$ cat config.mk
export PLATFORM = sky130hd
export DESIGN_NAME = load_store_unit
export DESIGN_NICKNAME = d
export VERILOG_FILES = /design/src/rtl/load_store_unit.sv
export SDC_FILE = /design/constraint.sdc
export NUM_CORES = 1
export LEC_CHECK = 0
export BUFFER_PORTS_ARGS = -buffer_cell sky130_fd_sc_hd__buf_4
export CAP_MARGIN = 40
export CORE_MARGIN = 1
export CORE_UTILIZATION = 47
export CTS_BUF_LIST = sky130_fd_sc_hd__clkbuf_4
export CTS_CLUSTER_SIZE = 28
export DETAILED_ROUTE_END_ITERATION = 12
export PLACE_DENSITY_LB_ADDON = 0.08
export SLEW_MARGIN = 15
export SYNTH_ARGS = -nofsm -noshare
export SYNTH_HDL_FRONTEND = slang
export SYNTH_SLANG_ARGS = --single-unit
export TNS_END_PERCENT = 1
$ cat constraint.sdc
create_clock -name clk -period 2.78 [get_ports clk]
set_input_delay 0.417 -clock clk [delete_from_list [all_inputs] [get_ports clk]]
set_output_delay 0.417 -clock clk [all_outputs]
set_load 0.01 [all_outputs]
$ cat src/rtl/load_store_unit.sv
// load_store_unit: byte/half/word load-store initiator for the word-wide data memory.
// Sub-word stores are read-modify-write; define LSU_READBACK_EN to verify every store by reading it back.
module load_store_unit #(
    parameter int READ_LATENCY = 1
) (
    input  logic        clk,
    input  logic        resetN,
    input  logic        reqValid,
    output logic        reqReady,
    input  logic        reqWrite,
    input  logic [1:0]  reqSize,
    input  logic        reqSigned,
    input  logic [31:0] reqAddress,
    input  logic [31:0] reqData,
    output logic        rspValid,
    output logic [31:0] rspData,
    output logic        rspError,
    output logic [31:0] memAddress,
    output logic        memWriteEnable,
    output logic [31:0] memDataIn,
    input  logic [31:0] memDataOut
);
    typedef enum logic [2:0] {
        IDLE,
        READ,
        WRITE,
        RESP
`ifdef LSU_READBACK_EN
        , VERIFY
`endif
    } state_t;

    localparam logic [1:0] LAT = READ_LATENCY[1:0];

    state_t      state;
    logic [1:0]  cnt;
    logic        opWrite;
    logic        opSigned;
    logic [1:0]  opSize;
    logic [1:0]  opLane;
    logic [31:0] opData;

    logic        misaligned;
    logic [4:0]  shamt;
    logic [31:0] laneWord;
    logic [31:0] loadVal;
    logic [31:0] laneMask;
    logic [31:0] mergeWord;

    // Lane extraction and merge both work off the registered request and the raw memory word.
    always_comb begin
        misaligned = (reqSize == 2'b11) ||
                     (reqSize == 2'b01 && reqAddress[0]) ||
                     (reqSize == 2'b10 && reqAddress[1:0] != 2'b00);
        shamt    = {opLane, 3'b000};
        laneWord = memDataOut >> shamt;
        loadVal  = laneWord;
        laneMask = 32'hFFFF_FFFF;
        case (opSize)
            2'b00: begin
                loadVal  = {{24{opSigned & laneWord[7]}}, laneWord[7:0]};
                laneMask = 32'h0000_00FF << shamt;
            end
            2'b01: begin
                loadVal  = {{16{opSigned & laneWord[15]}}, laneWord[15:0]};
                laneMask = 32'h0000_FFFF << shamt;
            end
            default: ;
        endcase
        mergeWord = (memDataOut & ~laneMask) | ((opData << shamt) & laneMask);
    end

    always_ff @(posedge clk or negedge resetN) begin
        if (!resetN) begin
            state          <= IDLE;
            cnt            <= 2'd0;
            reqReady       <= 1'b0;
            rspValid       <= 1'b0;
            rspData        <= 32'd0;
            rspError       <= 1'b0;
            memAddress     <= 32'd0;
            memWriteEnable <= 1'b0;
            memDataIn      <= 32'd0;
            opWrite        <= 1'b0;
            opSigned       <= 1'b0;
            opSize         <= 2'd0;
            opLane         <= 2'd0;
            opData         <= 32'd0;
        end else begin
            rspValid       <= 1'b0;
            memWriteEnable <= 1'b0;
            case (state)
                IDLE: begin
                    reqReady <= 1'b1;
                    if (reqValid && reqReady) begin
                        reqReady <= 1'b0;
                        opWrite  <= reqWrite;
                        opSigned <= reqSigned;
                        opSize   <= reqSize;
                        opLane   <= reqAddress[1:0];
                        opData   <= reqData;
                        cnt      <= LAT;
                        if (misaligned) begin
                            rspValid <= 1'b1;
                            rspError <= 1'b1;
                            rspData  <= 32'd0;
                            state    <= RESP;
                        end else begin
                            memAddress <= {reqAddress[31:2], 2'b00};
                            if (reqWrite && reqSize == 2'b10) begin
                                memDataIn      <= reqData;
                                memWriteEnable <= 1'b1;
                                state          <= WRITE;
                            end else begin
                                state <= READ;
                            end
                        end
                    end
                end
                READ: begin
                    if (cnt == 2'd0) begin
                        if (opWrite) begin
                            memDataIn      <= mergeWord;
                            memWriteEnable <= 1'b1;
                            state          <= WRITE;
                        end else begin
                            rspData  <= loadVal;
                            rspError <= 1'b0;
                            rspValid <= 1'b1;
                            state    <= RESP;
                        end
                    end else begin
                        cnt <= cnt - 2'd1;
                    end
                end
                WRITE: begin
`ifdef LSU_READBACK_EN
                    cnt   <= LAT;
                    state <= VERIFY;
`else
                    rspData  <= 32'd0;
                    rspError <= 1'b0;
                    rspValid <= 1'b1;
                    state    <= RESP;
`endif
                end
`ifdef LSU_READBACK_EN
                VERIFY: begin
                    if (cnt == 2'd0) begin
                        rspData  <= memDataOut;
                        rspError <= (memDataOut != memDataIn);
                        rspValid <= 1'b1;
                        state    <= RESP;
                    end else begin
                        cnt <= cnt - 2'd1;
                    end
                end
`endif
                RESP: begin
                    // Memory bus returns to zero whenever the unit is idle.
                    rspData    <= 32'd0;
                    rspError   <= 1'b0;
                    memAddress <= 32'd0;
                    memDataIn  <= 32'd0;
                    reqReady   <= 1'b1;
                    state      <= IDLE;
                end
                default: state <= IDLE;
            endcase
        end
    end
endmodule

## Yosys cells after proc, flatten, opt, wreduce, memory -nomap -nowiden

Cells that the tools add are included.

- Register bits after elaboration: 143
- Input port bits: 103
- Logic and storage cells: 104

- Add/sub/neg operators: 1
- Equality and inequality tests: 15
- Shifts and indexed selects: 4
- Multiplexer cells: 43
- Bitwise logic cells: 6
- Reduce and logical (&&, ||, !) cells: 21

Operators by type and width:

| kind | number |
|---|---|
| $mux W32 | 11 |
| $pmux W32 S2 | 3 |
| $pmux W32 S3 | 2 |
| $and A32 B32 Y32 | 2 |
| $not A32 Y32 | 1 |
| $or A32 B32 Y32 | 1 |
| $shl A16 B5 Y32 const A | 1 |
| $shl A32 B5 Y32 | 1 |
| $shl A8 B5 Y32 const A | 1 |
| $shr A32 B5 Y32 | 1 |
| $ne A2 B2 Y1 const B | 8 |
| $mux W1 | 15 |
| $pmux W3 S3 | 1 |
| $mux W2 | 4 |
| $eq A3 B2 Y1 const B | 2 |
| $mux W3 | 2 |
| $pmux W1 S3 | 2 |
| $reduce_and A3 Y1 | 2 |
| $reduce_and A6 Y1 | 1 |
| $reduce_bool A2 Y1 | 3 |
| $reduce_bool A3 Y1 | 2 |
| $reduce_and A5 Y1 | 1 |
| $eq A2 B1 Y1 const B | 2 |
| $eq A2 B2 Y1 const B | 2 |
| other kinds (11) | 19 |

## Longest topological paths before layout

Gate-level depths: netlist (run 1).

- Depth after elaboration: 8
- Mapped depth: 11

## Worst setup path before layout (run 1)

OpenSTA, ideal clock, no wires.

- Path kind: register to register
- Start: register state[1]
- End: register memDataIn[4]
- Arrival time: 2.110 ns
- Required time: 2.655 ns
- Setup slack: 0.545 ns
- Stages on the path, launching flop included: 11
- Buffers on the path: 4
- Clock period less this slack: 2.235 ns
- Path through: dfrtp_1 > inv_1 > ha_1 > buf_6 > or3_1 > and4b_1 > buf_6 > and2_1 > buf_6 > buf_6 > mux2_4

- Cells in the longest elaborated chain, start to end: 3
- Elaborated cells on any way between the ends: 11
- Those cells by class: eq/ne: 7; mux: 1; reduce/logical: 3

RTL lines:

| element | RTL line | RTL |
|---|---|---|
| from (decl) | 35 | `state_t state;` |
| from (signal assigned) | 75 | `state <= IDLE;` |
| from (signal assigned) | 107 | `state <= RESP;` |
| from (signal assigned) | 113 | `state <= WRITE;` |
| $eq A3 B1 Y1 (tied with other cells) | 92 | `case (state)` |
| $ne A2 B2 Y1 (no source line) / $reduce_bool A3 Y1 (equally long branches) | -- |  |
| $reduce_and A6 Y1 (no source line) | -- |  |
| to (signal assigned) | 111 | `memDataIn <= reqData;` |
| to (signal assigned) | 123 | `memDataIn <= mergeWord;` |
| to (decl) | 20 | `output logic [31:0] memDataIn,` |

Several ways; a longest one is shown, not always the timed one.
A chain may end at the register's enable or synchronous reset.

## Final worst setup path (run 1)

- Start: register state[1]
- End: register rspData[6]

- Cells in the longest elaborated chain, start to end: 4
- Elaborated cells on any way between the ends: 12
- Those cells by class: eq/ne: 7; mux: 1; reduce/logical: 4

RTL lines:

| element | RTL line | RTL |
|---|---|---|
| $eq A3 B2 Y1 | 92 |  |
| $reduce_or A2 Y1 (no source line) | -- |  |
| $reduce_bool A3 Y1 (no source line) | -- |  |
| $reduce_and A5 Y1 (no source line) | -- |  |
| to (signal assigned) | 127 | `rspData <= loadVal;` |
| to (decl) | 16 | `output logic [31:0] rspData,` |

Several ways; a longest one is shown, not always the timed one.

==> results of run 1 <==
worst max-delay path by stage:
stage	startpoint	to	slack, ns	cells past startpoint
2_1_floorplan	state[1]	memDataIn[4]	0.55	10
3_3_place_gp	state[0]	rspData[9]	0.40	7
4_1_cts	state[0]	rspData[6]	0.20	7
3_5_place_dp	state[1]	rspData[9]	0.25	7
6_report	state[1]	rspData[6]	0.17	7
5_1_grt	state[0]	rspData[5]	0.01	7
logic make-up (layout without fill, tap and decap cells):
family | after synthesis | count (layout)
AND/OR/NAND/NOR | 106 | 106
AO/OA/AOI/OAI | 176 | 176
buffers and inverters | 63 | 258
flip-flops | 140 | 140
other | 1 | 3
adder cells (fa/ha/maj) | 7 | 7
multiplexers | 144 | 144
XOR/XNOR | 1 | 1
repair_timing:
| item | CTS | global route |
|---|---|---|
| setup endpoints to repair | 0 | 0 |
| hold endpoints to repair | 43 | 0 |
| hold buffers | 1 | 0 |
| buffers inserted | 0 | 0 |
layout make-up:
class	instances	share of cell area, %
flip-flops and latches	140	37.8
inverters	6	0.243
multi-input cells	436	38.3
diodes	1	0.0270
well taps	188	2.54
clock inverters	14	1.66
repair buffers	221	18.1
clock buffers	17	1.38
worst max-delay path: cells and delay by family (launching register included):
kind	cells	cell delay [ns]
adder cells (fa/ha/maj)	1	0.41
flip-flops	1	0.45
AO/OA/AOI/OAI	3	1.05
buffers and inverters	2	0.45
AND/OR/NAND/NOR	1	0.15
report_power, final:
| group | leakage [nW] | switching [mW] | internal (mW) |
|---|---|---|---|
| combinational | 2.42 | 3.41 | 3.23 |
| sequential | 1.72 | 0.792 | 3.04 |
| clock | 0.139 | 0.752 | 0.602 |
per-layer routing:
metal  GRT usage (%)  vias to the layer above  routed length, um
li1                -                     2747                  -
met1            37.8                     3064               9430
met2            42.7                      298              10100
met3            6.78                       34               1760
met4            8.75                        0                367
met5               0                        -                  0
sequential cells by signal, summed over array words and instances (netlist names):
signal	flops
memDataIn	32
opData	32
rspData	32
memAddress	30
cnt	2
opLane	2
opSize	2
state	2
memWriteEnable	1
opSigned	1
opWrite	1
reqReady	1
rspError	1
rspValid	1
layout by cell type (no fill, tap or decap), types with 3 or more instances in the layout:
| master | count |
|---|---|
| nor2b_1 | 41 |
| a222oi_1 | 16 |
| mux2_4 | 4 |
| clkinv_1 | 4 |
| clkinvlp_4 | 4 |
| o2bb2ai_1 | 31 |
| buf_4 | 217 |
| and4_1 | 3 |
| o21ai_0 | 19 |
| bufinv_16 | 3 |
| o21a_1 | 3 |
| ha_1 | 7 |
| nor3b_1 | 8 |
| clkbuf_4 | 17 |
| a31oi_1 | 10 |
| dfrtp_1 | 138 |
| a211oi_1 | 9 |
| inv_1 | 6 |
| nor2_2 | 3 |
| nand2b_1 | 4 |
| mux2i_1 | 58 |
| nand2_1 | 21 |
| mux2_2 | 81 |
| nor2_1 | 11 |
| a221o_1 | 16 |
| a21oi_1 | 59 |
stage by stage:
step / setup WS [ns] / utilization (%) / cells / hold slack, ns
after floorplan: 0.545 / - / 639 / 0.121
after global routing: 0.0120 / 61.0 / 1023 / 0.0592
after global placement: 0.396 / 59.0 / 989 / 0.363
final: 0.175 / 61.0 / 1023 / 0.0883
after CTS: 0.204 / 61.0 / 1022 / 0.0556
after detailed placement: 0.250 / 59.1 / 990 / 0.378
==> flow_summary.toml, run 1 <==
[status]
outcome = "complete, no violations"

[floorplanning]
fp.dieH_um = 127
core_region_area_sq_um = 15200
num_io_pins = 203
num_rows = 45
dieArea_sq_um = 16100
start_util_pct = 48.3
die_w_um = 127

[logic_synthesis]
synthTopCellsByCount = "dfrtp_1, mux2_2, a21oi_1"
synth_edf_count = 0
netlist_instances = 638
synth_cell_types = 49
yosysSeqAreaShare_pct = 47.7
syn_area_sq_um = 7340
synth_simple_gate_area_share_pct = 8.28
synthAdderAreaFrac_pct = 1.19
yosys.area.top_type = "dfrtp_1"
synth-compound-area-share_pct = 17.0
synthDominantCellAreaShare_pct = 47.7
synth-main-ff-cell = "dfrtp_1"
synth.area.mux_share_pct = 21.5
synth_area_leaders = "dfrtp_1, mux2_2, mux2i_1, a21oi_1, o2bb2ai_1"
yosysMostFrequentCell = "dfrtp_1"
synthArstFlopShare_pct = 100
postSynthRegisterBits = 140
synth_top_family_by_area = "multiplexers"
synthXorXnorAreaFrac_pct = 0.119
synth_warnings = 0
avgSynthCellArea_sq_um = 11.5

[place]
place_hpwl_um = 15700
io_buffer_count = 200
gp_congestion = 0.891
placed_cell_area_sq_um = 8980

[sta]
setup_tns_ns = 0
clock.fmax_ghz = 0.384
min_period_over_period_pct = 93.7
fin_crit_ns = 2.61
tightest_slew_ns = 0.836
timing.slew.headroom_pct = 44.1
slew_viol_final = 0
finalHoldViolCount = 0
skew_ns = 0.0139
rsz0062_at_grt = "no"
setup_violations = 0

[clocking]
clk_latency_ns = 0.56
cts_buffers = 17
cts.sinks = 140
cts_tree = "yes"
root_buffer = "clkbuf_4"
cts_resized = 0
clk_pin_slew_worst_paths_ns = 0.11
cts_buffer_depth = 2
cts_max_level = 4

[routing]
drt_pass1_iterations = 7
wire_per_inst_um = 21.1
drt-vias-per-instance = 6.00
drc = 0
drt-initial-drc-count = 467
routed_wl_um = 21600
via_count = 6143
ant_nets = 0

[worst_hold_path]
hold_class = "input pin to flip-flop"
hold_depth = 2
min_from = "reqValid"
hold_end = "reqReady"

[setup_path]
r2r_end = "rspData[6]"
slowest_delay_ns = 0.59
reg2reg_slack_ns = 0.17
cp_slowest_cell = "a211o_1"
criticalPathCategory = "flip-flop to flip-flop"
crit_chain = "inv_1 -> ha_1 -> a21bo_2 -> nand2_1 -> a211o_1 -> buf_4 -> o2bb2ai_1"
reg2reg_from = "state[1]"
cp.required_ns = 3.24
cp_max_fo = 20
critPathLaunchType = "flip-flop"
r2r_cells = 7
end_kind = "flip-flop"
arrival_ns = 3.07

[finish]
synthToLayoutAreaGrowth_pct = 26.3
seqCellArea_sq_um = 3510
finish.instance_area_sq_um = 9280
fill_cells = 1287
layout.nets = 932
layout-drive-gt1-share_pct = 41.4
multi_input_area_sq_um = 3550

[pwr]
powerDensity_nw_per_um2 = 1270
vdd_ir_drop_max_mv = 0.479
p_leak_nw = 4.28
total_power_mw = 11.8

[global_route]
grt_overflow = 0
grt.total_usage_pct = 27.4
grt_max_degree = 60
grt_pass1_wl_um = 33500
grt_pass1_vias = 6006
antenna_found_initial = 1

[run]
cap_violations = 0
Note: power is estimated with default switching activity, not from simulation.
==> run 2, diff against run 1 <==
- CTS_BUF_LIST: sky130_fd_sc_hd__clkbuf_4 -> unset
- PLACE_DENSITY: unset -> 0.82
- PLACE_DENSITY_LB_ADDON: 0.08 -> unset
==> run 2 against run 1 <==
Against the previous run:
- non-clock buffer count unchanged
- clock-buffer cell count increased by 4
- setup slack gained 0.16 ns
- die area is the same
- cell count is the same
- utilization increased by 2.3 points
- register-to-register slack better by 0.16 ns
- critical path depth grew 1
- clock skew decreased by 0.0017 ns
- design area rose by 3.8%
- largest power group unchanged
==> flow_summary.toml, run 2 (synthesized netlist as in run 1, its figures left out) <==
[clocking]
cts_max_level = 4
cts_buffer_depth = 2
postCtsSetupBuffers = 0
cts_resized = 0
root_buffer = "clkbuf_16"
cts_tree = "yes"
cts.sinks = 140
cts-hold-fix-buffers = 0
clk_latency_ns = 0.43
cts_buffers = 17
clk_pin_slew_worst_paths_ns = 0.06

[pwr]
p_leak_nw = 4.45
total_power_mw = 12.8
powerDensity_nw_per_um2 = 1330
vdd_ir_drop_max_mv = 0.561

[routing]
drt-vias-per-instance = 6.00
drt_pass1_iterations = 9
via_count = 6139
drt-initial-drc-count = 655
ant_nets = 0
routed_wl_um = 21500
wire_per_inst_um = 21.0
drc = 0

[global_route]
grt_pass1_wl_um = 33900
grt_max_degree = 76
grt_pass1_vias = 6052
met1_usage_pct = 37.3
grtUsageMet2_pct = 41.9
use_met3_pct = 6.49
top_usage_layer = "met2"
grt_overflow = 0
antenna_found_initial = 0
grt.total_usage_pct = 27.4

[worst_hold_path]
hold_class = "input pin to async pin"

[sta]
min_period_over_period_pct = 87.9
setup_tns_ns = 0
slew_viol_final = 0
clock.fmax_ghz = 0.409
fin_crit_ns = 2.44
setup_violations = 0
tightest_slew_ns = 0.767
rsz0062_at_grt = "no"
finalHoldViolCount = 0
skew_ns = 0.0122
timing.slew.headroom_pct = 48.7

[place]
gp_congestion = 0.863
io_buffer_count = 200
place_hpwl_um = 15600

[setup_path]
cp_slowest_cell = "a211o_1"
critical-path-top-delay-family = "buffers and inverters"
slowest_delay_ns = 0.53
critPathLaunchType = "flip-flop"
criticalPathCategory = "flip-flop to flip-flop"
cpMostUsedCell = "buf_4"
crit_chain = "inv_1 -> ha_1 -> buf_4 -> nand2b_1 -> nand2_1 -> a211o_1 -> buf_4 -> o2bb2ai_1"
cp_num_buf_inv = 3
arrival_ns = 2.78
cp_max_fo = 19
end_kind = "flip-flop"
cp.required_ns = 3.12

[run]
cap_violations = 0

[finish]
final_cell_mix = "buf_4, dfrtp_1, mux2_2, a21oi_1, mux2i_1"
synthToLayoutAreaGrowth_pct = 31.1
layout-drive-gt1-share_pct = 41.9
final_common_cell = "buf_4"
n_antenna_cell = 0
reg.largest.list = "memDataIn x32, opData x32, rspData x32"
layout.nets = 932

[floorplanning]
die_w_um = 127
num_io_pins = 203
core_region_area_sq_um = 15200
dieArea_sq_um = 16100
fp.dieH_um = 127
start_util_pct = 48.3
num_rows = 45

[status]
outcome = "complete, no violations"
==> run 2: cell types whose count changed in the layout (fill, tap and decap cells not counted), sizes merged, moves of 2 or more <==
cell	previous run	this run
clkbuf	17	21
clkinv	7	3
inv	6	10
clkinvlp	4	2
==> run 2: cell type report <==
class | instances | area [sq um]
clock buffers | 21 | 470
clock inverters | 11 | 133
fillers | 1242 | 5570
inverters | 6 | 22.5
multi-input cells | 436 | 3540
flip-flops and latches | 140 | 3510
well taps | 188 | 235
repair buffers | 221 | 1720
==> run 2: where the power goes <==
part	internal, mW	switching (mW)	total [mW]
Clock	1.40	0.898	2.30
Combinational	3.27	3.43	6.70
Sequential	3.06	0.790	3.85
==> run 2: metal layers <==
| metal | vias to the layer above | part of all wire [%] |
|---|---|---|
| li1 | 2760 | - |
| met1 | 3022 | 42 |
| met2 | 305 | 47 |
| met3 | 52 | 7.6 |
| met4 | 0 | 3.2 |
| met5 | - | 0 |
==> run 2: stage by stage <==
stage / hold WS [ns] / worst slack, ns / cells / utilization, % / area, sq um
CTS: 0.0440 / 0.368 / 1023 / 63.3 / 9630
global placement: 0.477 / 0.442 / 990 / 59.3 / 9010
detailed placement: 0.475 / 0.378 / 991 / 59.4 / 9020
finish: 0.0198 / 0.336 / 1023 / 63.3 / 9630
global route: 0.0721 / 0.152 / 1023 / 63.3 / 9630
floorplan: 0.121 / 0.545 / 639 / - / 7350
==> run 2: path summary, 6_finish.rpt <==
| check | startpoint | endpoint | slack (ns) | depth (start not counted) |
|---|---|---|---|---|
| min | resetN | memAddress[3] | 0.02 | 1 |
| min reg2reg | rspData[8] | rspData[8] | 0.50 | 1 |
| min in group clk | reqValid | reqReady | 0.22 | 2 |
| max reg2reg | state[1] | rspData[14] | 0.34 | 8 |
| max in group asynchronous | resetN | rspData[31] | 2.11 | 2 |
| max | state[1] | rspData[14] | 0.34 | 8 |
==> run 3, diff against run 2 <==
- CORE_ASPECT_RATIO: unset -> 0.8
- CORE_MARGIN: 1 -> 8
==> run 3 against run 2 <==
Against the previous run:
- sequential share of layout area is 0.22 points lower
- sequential power is 2% higher
- die area is 23% higher
- combinational power is 1% higher
- clock skew is 0.0011 ns lower
- global-route usage is 3.7 points lower
- critical path type unchanged
- register-to-register slack hardly changed
- power is 1.5% higher
- maximum frequency is 0.57% lower
- highest routed layer unchanged
- design area is 0.61% higher
- sequential cell count stayed put
==> flow_summary.toml, run 3 (synthesized netlist as in run 1, its figures left out) <==
[finish]
reg.largest.list = "memDataIn x32, opData x32, rspData x32"
finish.instance_area_sq_um = 9690
layout.nets = 935
final-instance-count-excl-fill = 1053
final_common_cell = "buf_4"
multi_input_area_sq_um = 3550
seqCellArea_sq_um = 3510
layout-drive-gt1-share_pct = 41.8
n_antenna_cell = 0
final_cell_mix = "buf_4, dfrtp_1, mux2_2, a21oi_1, mux2i_1"
fill_cells = 1279
synthToLayoutAreaGrowth_pct = 31.9

[global_route]
antenna_found_initial = 0
grt_max_degree = 54
grt_pass1_wl_um = 36700
grt_pass1_vias = 6422
grt.total_usage_pct = 23.7
grt_overflow = 0

[place]
place_ws_ns = 0.407
place_hpwl_um = 17300
dp.cells = 1020
io_buffer_count = 200
placed_cell_area_sq_um = 9070
gp_congestion = 0.902

[setup_path]
reg2reg_slack_ns = 0.32
reg2reg_from = "state[1]"
arrival_ns = 2.81
end_kind = "flip-flop"
cp.required_ns = 3.13
critPathLaunchType = "flip-flop"
criticalPathCategory = "flip-flop to flip-flop"
r2r_end = "rspData[23]"
cp_max_fo = 8
r2r_cells = 6

[sta]
tightest_slew_ns = 0.819
finalHoldViolCount = 0
slew_viol_final = 0
setup_violations = 0
clock.fmax_ghz = 0.407
min_period_over_period_pct = 88.4
hold_ws_ns = 0.234
setup_slack_ns = 0.322
rsz0062_at_grt = "no"
fin_crit_ns = 2.46
skew_ns = 0.0111
timing.slew.headroom_pct = 45.2
setup_tns_ns = 0

[floorplanning]
start_util_pct = 47.2
core_region_area_sq_um = 15500
fp.dieH_um = 128
num_rows = 41
num_io_pins = 203
dieArea_sq_um = 19900
die_w_um = 156

[routing]
wire_per_inst_um = 22.5
drc = 0
drt-initial-drc-count = 682
ant_nets = 0
drt-vias-per-instance = 5.94
drt_pass1_iterations = 7
routed_wl_um = 23700
via_count = 6250

[worst_hold_path]
min_from = "reqValid"
hold_class = "input pin to flip-flop"
hold_depth = 2
hold_end = "reqReady"

[clocking]
postCtsSetupBuffers = 0
root_buffer = "clkbuf_16"
cts_buffer_depth = 2
cts-hold-fix-buffers = 1
cts.sinks = 140
cts_max_level = 4
clk_latency_ns = 0.42
cts_tree = "yes"
clk_pin_slew_worst_paths_ns = 0.06
cts_buffers = 17
cts_resized = 0

[status]
outcome = "complete, no violations"

[pwr]
powerDensity_nw_per_um2 = 1350
p_leak_nw = 4.45
vdd_ir_drop_max_mv = 0.638

[run]
cap_violations = 0
run 3: critical path, stage by stage (launching register included):
cell and delay, ns:
dfrtp_1 0.43, inv_1 0.12, ha_1 0.26, nor2b_1 0.31, and3_1 0.31, nor4b_2 0.71, a221o_1 0.27
run 3: final cells by class:
| type | instances | area share (%) |
|---|---|---|
| Multi-Input combinational cell | 436 | 36.7 |
| Sequential cell | 140 | 36.2 |
| Timing Repair Buffer | 224 | 17.9 |
| Clock buffer | 22 | 4.79 |
| Tap cell | 215 | 2.78 |
| Clock inverter | 10 | 1.45 |
| Inverter | 6 | 0.232 |
run 3: through the flow:
step	utilization (%)	power, mW
final	62.3	13.0
after global routing	62.3	13.8
after CTS	62.3	13.0
after detailed placement	58.4	10.6
after global placement	58.3	10.4
after floorplan	-	8.15
run 3: worst max-delay path by stage:
stage / cells past startpoint / slack (ns) / from / to
floorplan: 10 / 0.55 / state[1] / memDataIn[4]
global placement: 7 / 0.29 / state[0] / memDataIn[17]
detailed placement: 6 / 0.41 / state[1] / rspData[23]
CTS: 6 / 0.37 / state[1] / rspData[23]
global route: 6 / 0.18 / state[1] / rspData[21]
finish: 6 / 0.32 / state[1] / rspData[23]
run 3: where the power goes:
group | internal (mW) | total (mW) | switching, mW
sequential | 3.05 | 3.92 | 0.864
clock | 1.46 | 2.34 | 0.881
combinational | 3.31 | 6.79 | 3.48
run 3: routing by layer:
layer	GRT usage, %	up-vias	part of all wire (%)
met4	8.20	0	2.4
met3	6.47	41	9.2
li1	-	2767	-
met5	0	-	0
met2	36.6	326	46
met1	31.5	3116	42
